==> src/rtl/mode1_ctrl.sv <==
// Sequencer for the mode-1 max-reduction tree: clears the tree, streams words
// from input memory with a read-aligned run enable, drains the tree and pulses done.
module mode1_ctrl #(
    parameter int ADDRWIDTH = 8,
    parameter int LENWIDTH  = 8,
    parameter int MEM_LAT   = 1,
    parameter int TREE_LAT  = 2
) (
    input  logic                 clk,
    input  logic                 reset,
    input  logic                 start,
    input  logic [ADDRWIDTH-1:0] start_addr,
    input  logic [LENWIDTH-1:0]  num_words,
    input  logic                 pause,
    output logic                 mem_rd_en,
    output logic [ADDRWIDTH-1:0] mem_rd_addr,
    output logic                 mode1_run,
    output logic                 max_tree_reset,
    output logic                 busy,
    output logic                 done
);

    localparam int DRAIN_CYC = MEM_LAT + TREE_LAT - 1;
    localparam int DW        = (DRAIN_CYC < 2) ? 1 : $clog2(DRAIN_CYC);

    typedef enum logic [2:0] {
        S_IDLE,
        S_CLEAR,
        S_READ,
        S_DRAIN,
        S_DONE
    } state_t;

    state_t               state, state_n;
    logic [ADDRWIDTH-1:0] addr_q;
    logic [LENWIDTH-1:0]  remaining;
    logic [DW-1:0]        drain_cnt;
    logic [MEM_LAT-1:0]   rd_pipe;
    logic                 issue;

    // Pause must gate the read in the same cycle it is raised, so the strobe
    // is decoded from the state register and pause rather than registered.
    assign issue       = (state == S_READ) && !pause;
    assign mem_rd_en   = issue;
    assign mem_rd_addr = addr_q;
    assign mode1_run   = rd_pipe[MEM_LAT-1];

    always_comb begin
        // NOTE: default first so every path assigns state_n and no latch is inferred.
        state_n = state;
        case (state)
            S_IDLE: begin
                if (start) begin
                    state_n = (num_words != '0) ? S_CLEAR : S_DONE;
                end
            end
            S_CLEAR: state_n = S_READ;
            S_READ: begin
                if (issue && remaining == LENWIDTH'(1)) begin
                    state_n = S_DRAIN;
                end
            end
            S_DRAIN: begin
                if (drain_cnt == DW'(DRAIN_CYC - 1)) begin
                    state_n = S_DONE;
                end
            end
            S_DONE:  state_n = S_IDLE;
            default: state_n = S_IDLE;
        endcase
    end

    always_ff @(posedge clk or negedge reset) begin
        if (!reset) begin
            // NOTE: non-blocking assignments for all sequential state so every
            // flop samples pre-edge values regardless of statement order.
            state          <= S_IDLE;
            addr_q         <= '0;
            remaining      <= '0;
            drain_cnt      <= '0;
            rd_pipe        <= '0;
            max_tree_reset <= 1'b0;
            busy           <= 1'b0;
            done           <= 1'b0;
        end else begin
            state <= state_n;

            if (state == S_IDLE && start && num_words != '0) begin
                addr_q    <= start_addr;
                remaining <= num_words;
            end else if (issue) begin
                addr_q    <= addr_q + ADDRWIDTH'(1);
                remaining <= remaining - LENWIDTH'(1);
            end

            if (state == S_DRAIN) begin
                drain_cnt <= drain_cnt + DW'(1);
            end else begin
                drain_cnt <= '0;
            end

            // Run enable is the read strobe delayed by the memory latency.
            rd_pipe <= (rd_pipe << 1) | MEM_LAT'(issue);

            max_tree_reset <= (state_n == S_CLEAR);
            busy           <= (state_n != S_IDLE);
            done           <= (state_n == S_DONE);
        end
    end

endmodule

==> config.mk <==
export PLATFORM = sky130hd
export DESIGN_NAME = mode1_ctrl
export DESIGN_NICKNAME = d
export VERILOG_FILES = /design/src/rtl/mode1_ctrl.sv
export SDC_FILE = /design/constraint.sdc
export NUM_CORES = 1
export LEC_CHECK = 0
export ABC_AREA = 1
export BUFFER_PORTS_ARGS = -buffer_cell sky130_fd_sc_hd__buf_2
export CORE_MARGIN = 8
export CORE_UTILIZATION = 55
export CTS_BUF_LIST = sky130_fd_sc_hd__clkbuf_8
export CTS_CLUSTER_DIAMETER = 80
export CTS_CLUSTER_SIZE = 14
export DETAILED_ROUTE_END_ITERATION = 6
export PLACE_DENSITY = 0.81
export SLEW_MARGIN = 20
export SYNTH_ARGS = -nofsm -noshare
export SYNTH_HDL_FRONTEND = slang
export SYNTH_SLANG_ARGS = --single-unit
==> constraint.sdc <==
create_clock -name clk -period 1.35 [get_ports clk]
set_input_delay 0.27 -clock clk [delete_from_list [all_inputs] [get_ports clk]]
set_output_delay 0.27 -clock clk [all_outputs]
set_load 0.02 [all_outputs]
==> results of run 1 <==
## power groups by stage
stage | logic [uW] | clock network [uW] | registers (uW)
finish | 2600 | 423 | 1300
global route | 2840 | 469 | 1330
CTS | 2260 | 424 | 1260
detailed placement | 2090 | 0 | 1270
global placement | 2030 | 0 | 1260
floorplan | 1260 | 0 | 1410
## logic make-up (layout without fill, tap and decap cells)
logic type	count (synthesis)	count (layout)
AO/OA/AOI/OAI	12	12
adder cells (fa/ha/maj)	3	3
buffers and inverters	29	89
AND/OR/NAND/NOR	125	127
flip-flops	24	24
XOR/XNOR	5	5
## through the flow
stage | instances | setup WS, ns | TNS, ns | hold WS (ns) | area, um2
after detailed placement | 275 | -0.0472 | -0.347 | 0.288 | 1790
after floorplan | 198 | 0.0315 | 0 | -0.0256 | 1480
after global routing | 290 | -0.133 | -0.930 | 0.0283 | 2050
after CTS | 283 | -0.0839 | -0.145 | 0.00163 | 1930
after global placement | 275 | -0.0118 | -0.0198 | 0.291 | 1790
final | 290 | -0.116 | -0.364 | -0.0299 | 2050
## layout by cell type, fill, tap and decap left out
master,netlist,final
nor2_4,2,7
buf_6,2,6
a21oi_2,1,1
buf_12,0,1
or2_4,0,2
nor2_2,3,3
o21ai_2,2,2
xor2_2,0,1
inv_4,0,2
xnor2_1,1,1
nand2_4,0,3
ha_2,0,1
nand2_2,6,9
nor2_8,2,2
nand3_2,1,4
buf_2,0,31
buf_8,0,1
o21ai_0,5,4
buf_4,0,20
inv_1,22,19
nand4_1,2,2
nand2_1,63,57
ha_1,3,2
inv_2,5,6
nand3_1,23,20
nor2_1,21,18
dfrtp_1,24,24
o21ai_1,1,2
o21bai_1,2,2
xor2_1,4,3
clkbuf_8,0,3
o21ai_4,1,1
## area by class of cell
cell class,instances,area [um2],share of cell area [%]
tap,30,37.5,1.83
clock buffer,3,41.3,2.01
inverter,27,106,5.18
multi-input combinational,147,858,41.8
sequential,24,601,29.3
timing repair buffer,59,408,19.9
## path summary, 6_finish.rpt
check,slack (ns),endpoint,start,cells after the start
worst max-delay path,-0.12,remaining[5],state[2],9
worst min-delay path,-0.03,mode1_run,reset,1
worst max register to register,-0.12,remaining[5],state[2],9
worst min register to register,0.54,mem_rd_addr[7],mem_rd_addr[7],2
max in group asynchronous,1.01,state[2],reset,1
min in group clk,0.21,mem_rd_addr[0],start_addr[0],3
## what timing repair did
item | in CTS | in global routing
hold endpoints to repair | 0 | 0
resized for setup | 17 | 21
hold buffers | 0 | 0
cloned | 1 | 1
buffers inserted | 5 | 6
endpoints found under the setup margin | 15 | 17
pin swaps | 6 | 7
## layer usage
metal,vias up,routed length (um),part of all wire [%]
met3,21,426,9.2
met5,-,0,0
li1,740,-,-
met1,775,1720,37
met4,0,204,4.4
met2,89,2270,49
## flip-flops by register name (all words and copies together), names as in the netlist
| name | count |
|---|---|
| done | 1 |
| mode1_run | 1 |
| max_tree_reset | 1 |
| drain_cnt | 1 |
| remaining | 8 |
| mem_rd_addr | 8 |
| state | 3 |
| busy | 1 |
==> results.yml, run 1 <==
synth:
  synth_xor_xnor_area_share_pct: 2.96
  yosysMostFrequentCell: "nand2_1"
  yosysSeqAreaShare_pct: 40.6
  async_flop_share_pct: 100
  synth_compound_area_share_pct: 5.93
  netlist-cell-type-count: 23
  yosys.area.top_type: "dfrtp_1"
  syn-mean-instance-area_um2: 7.46
  synthTopCellsByCount: "nand2_1, dfrtp_1, nand3_1, inv_1, nor2_1"
  synth_ff_type: "dfrtp_1"
  synth_edf_count: 0
  synth_cells: 198
  synth_top_family_by_area: "simple AND/OR/NAND/NOR gates"
  syn_nets: 221
  synthSimpleGateAreaFrac_pct: 39.5
  syn-cell-area_um2: 1480
  yosys-mux-area-fraction_pct: 0
  synth_area_leaders: "dfrtp_1, nand2_1, nand3_1, inv_1, nor2_1"
  synth_warnings: 0
  post_synth_fa_ha_maj_area_fraction_pct: 2.54
  synth_seq_cells: 24
  synth_top_area_share_pct: 40.6
sta:
  relSlewSlack_pct: 64.3
  final-setup-viol-count: 7
  max_freq_ghz: 0.682
  holdWs_ns: -0.0299
  timing.final.ws_setup_ns: -0.116
  period_minus_slack_ns: 1.47
  tightest_slew_ns: 0.536
  slew_violations: 0
  finalClockSkew_ns: 0.00542
  final_hold_viol_count: 24
  finalCritPeriodShare_pct: 109
  rsz0062_at_grt: "true"
critical_path:
  critPathMaxFanout: 5
  worstSetupPathType: "reg2reg"
  arrival_ns: 1.61
  required_ns: 1.49
  cpPeakStageDelay_ns: 0.40
  endpoint_kind: "flop"
  path_cells: "buf_6 -> nor2_4 -> nand2_2 -> inv_4 -> buf_4 -> buf_6 -> nand2_1 -> nand3_1 -> nand3_1"
  crit_slowest_cell: "dfrtp_1"
  startpoint_type: "flop"
  worst-path-buf-inv: 4
  cp_top_family: "simple AND/OR/NAND/NOR gates"
place:
  hpwl_um: 2720
  routabilityCongestion: 0.907
  io_buffers: 32
routing:
  drt_first_pass_iters: 4
  ant_nets: 0
  viasPerCell: 5.60
  num_vias: 1625
  drt-wirelength-per-cell_um: 15.9
  detail_route.wirelength_um: 4610
  post-route-drc-count: 0
  drt_iter0_drc: 191
cells_and_area:
  synthToLayoutAreaGrowth_pct: 38.9
  num-fill-cells: 174
  nNetsFinal: 285
  num_antenna_cells: 0
  final_util_pct: 81.3
  drive_gt1_share_pct: 40.8
pwr:
  sw_frac_of_total_pct: 48.1
  power_uw: 4310
  p_sw_uw: 2080
  power.ir.vdd_worst_v: 0.00182
  p_leak_uw: 0.00110
  pwr-share-comb_pct: 60.2
  p_int_uw: 2240
  p_seq_share_pct: 30.0
  power_density_nw_per_um2: 2100
  power_frac_clock_pct: 9.8
hold_path:
  hp-class: "in2async"
global_routing:
  grt_max_degree: 25
  grt_antenna_before_repair: 0
  grtUsageMet1_pct: 22.4
  met2_usage_pct: 34.4
  grt_pass1_vias: 1539
  grtUsageMet3_pct: 3.43
  grt_overflow: 0
  grt_first_pass_wirelength_um: 6870
  top_usage_layer: "met2"
  grt.total_usage_pct: 19.0
clocking:
  clockBufferDepth: 2
  clk_pin_slew_worst_paths_ns: 0.08
  cts_made_buffers: 3
  clk_latency_ns: 0.27
  cts-root-buf: "clkbuf_8"
  htreeDepth: 1
  clock_sinks: 24
  cts_tree: "built"
status:
  violations: "hold timing, setup timing"
  status: "complete, but fails checks"
die:
  num_io_pins: 33
  core-area_um2: 2520
  die_w_um: 67.8
  design.die.area_um2: 4600
  rows: 18
  die_height_um: 67.8
  start_util_pct: 58.6
job:
  max_cap_viol_count: 0
(Power assumes the default switching activity.)
==> run 2: changes to the inputs <==
HOLD_SLACK_MARGIN = 0.03   (was not set)
clock period = 1.8 ns   (was 1.35 ns; I/O delays follow)
==> results.yml, run 2 (synthesized netlist as in run 1, its figures left out) <==
clocking:
  clk_latency_ns: 0.27
  cts_tree: "built"
  htreeDepth: 1
  cts_made_buffers: 3
  postCtsSetupBuffers: 0
  cts-root-buf: "clkbuf_8"
  cts_resized: 0
  cts_hold_buf: 0
  clock_sinks: 24
  clockBufferDepth: 2
  clk_pin_slew_worst_paths_ns: 0.08
status:
  status: "finished, final reports clean"
die:
  rows: 18
  design.die.area_um2: 4600
  num_io_pins: 33
  die_height_um: 67.8
  die_w_um: 67.8
  core-area_um2: 2520
  start_util_pct: 58.6
cells_and_area:
  nNetsFinal: 258
  final_common_cell: "nand2_1"
  num_antenna_cells: 0
  drive_gt1_share_pct: 26.9
  synthToLayoutAreaGrowth_pct: 16.6
  num-fill-cells: 236
  layout_common_cells: "nand2_1, buf_2, dfrtp_1"
pwr:
  pwr-share-comb_pct: 51.7
  p_sw_uw: 1280
  p_int_uw: 1470
  power_uw: 2740
  p_leak_uw: 0.000943
  power_density_nw_per_um2: 1590
  power_frac_clock_pct: 13.3
  p_seq_share_pct: 35.0
  sw_frac_of_total_pct: 46.6
  power.ir.vdd_worst_v: 0.00118
critical_path:
  worstSetupPathType: "reg2out"
  endpoint_kind: "output pin"
  startpoint_type: "flop"
  critPathMaxFanout: 10
  crit_slowest_cell: "dfrtp_1"
  cp_top_family: "flip-flops"
  worst-path-buf-inv: 2
  path_cells: "nor2_1 -> nand2_2 -> inv_2 -> buf_2"
  arrival_ns: 1.36
  cpPeakStageDelay_ns: 0.42
  required_ns: 1.44
global_routing:
  grt_overflow: 0
  grt_antenna_before_repair: 0
  grt_max_degree: 25
  grt_pass1_vias: 1347
  grt_first_pass_wirelength_um: 5950
  grt.total_usage_pct: 16.4
sta:
  slew_violations: 0
  relSlewSlack_pct: 63.2
  finalCritPeriodShare_pct: 95.3
  fin_setup_tns_ns: 0
  max_freq_ghz: 0.583
  rsz0062_at_grt: "false"
  finalClockSkew_ns: 0.00194
  final-setup-viol-count: 0
  tightest_slew_ns: 0.552
  period_minus_slack_ns: 1.72
  final_hold_viol_count: 0
hold_path:
  hp-class: "in2async"
routing:
  ant_nets: 0
  post-route-drc-count: 0
  viasPerCell: 5.06
  detail_route.wirelength_um: 3420
  drt_first_pass_iters: 4
  drt_iter0_drc: 62
  num_vias: 1335
  drt-wirelength-per-cell_um: 12.9
job:
  max_cap_viol_count: 0
place:
  io_buffers: 32
  routabilityCongestion: 0.890
  hpwl_um: 2600
==> run 2: power groups by stage <==
stage | sequential, uW | combinational (uW) | clock [uW]
floorplan | 1060 | 944 | 0
global placement | 964 | 1370 | 0
detailed placement | 967 | 1410 | 0
CTS | 956 | 1430 | 372
global route | 993 | 1630 | 394
finish | 959 | 1420 | 365
==> run 2: stage by stage <==
stage	worst slack (ns)	area (um2)	util (%)	cells	hold slack, ns
3_5_place_dp	0.261	1670	66.1	260	0.380
2_1_floorplan	0.482	1480	-	198	0.0644
5_1_grt	0.00217	1720	68.3	264	0.108
4_1_cts	0.0767	1720	68.3	264	0.0888
6_report	0.0842	1720	68.3	264	0.0693
3_3_place_gp	0.318	1670	66.1	260	0.376
==> run 2: worst register-to-register path, stage by stage, from the launching register on <==
cell,delay [ns]
dfrtp_1,0.42
inv_2,0.08
nand2_2,0.08
nor2_8,0.16
o21ai_4,0.11
buf_4,0.19
or2_2,0.27
nand2_1,0.06
inv_1,0.03
==> run 2: layout make-up <==
cell class / instances / area (um2) / area share (%)
Sequential cell: 24 / 601 / 34.9
Inverter: 27 / 101 / 5.88
Multi-Input combinational cell: 145 / 753 / 43.7
Tap cell: 30 / 37.5 / 2.18
Clock buffer: 4 / 55.1 / 3.20
Timing Repair Buffer: 34 / 175 / 10.2
==> run 2: metal layers <==
| layer | track usage [%] | part of all wire (%) |
|---|---|---|
| met3 | 5.07 | 6.4 |
| met1 | 20.6 | 44 |
| met5 | 0 | 0 |
| met2 | 26.9 | 48 |
| met4 | 4.09 | 1.1 |
==> run 2: worst paths after layout <==
check	startpoint	end	slack, ns	cells after the start
max	state[2]	mem_rd_en	0.08	4
min	reset	remaining[6]	0.07	1
max reg2reg	state[2]	mem_rd_addr[2]	0.29	8
min reg2reg	remaining[4]	remaining[4]	0.53	2
max in group asynchronous	reset	mem_rd_addr[0]	1.36	1
min in group clk	start_addr[0]	mem_rd_addr[0]	0.32	3
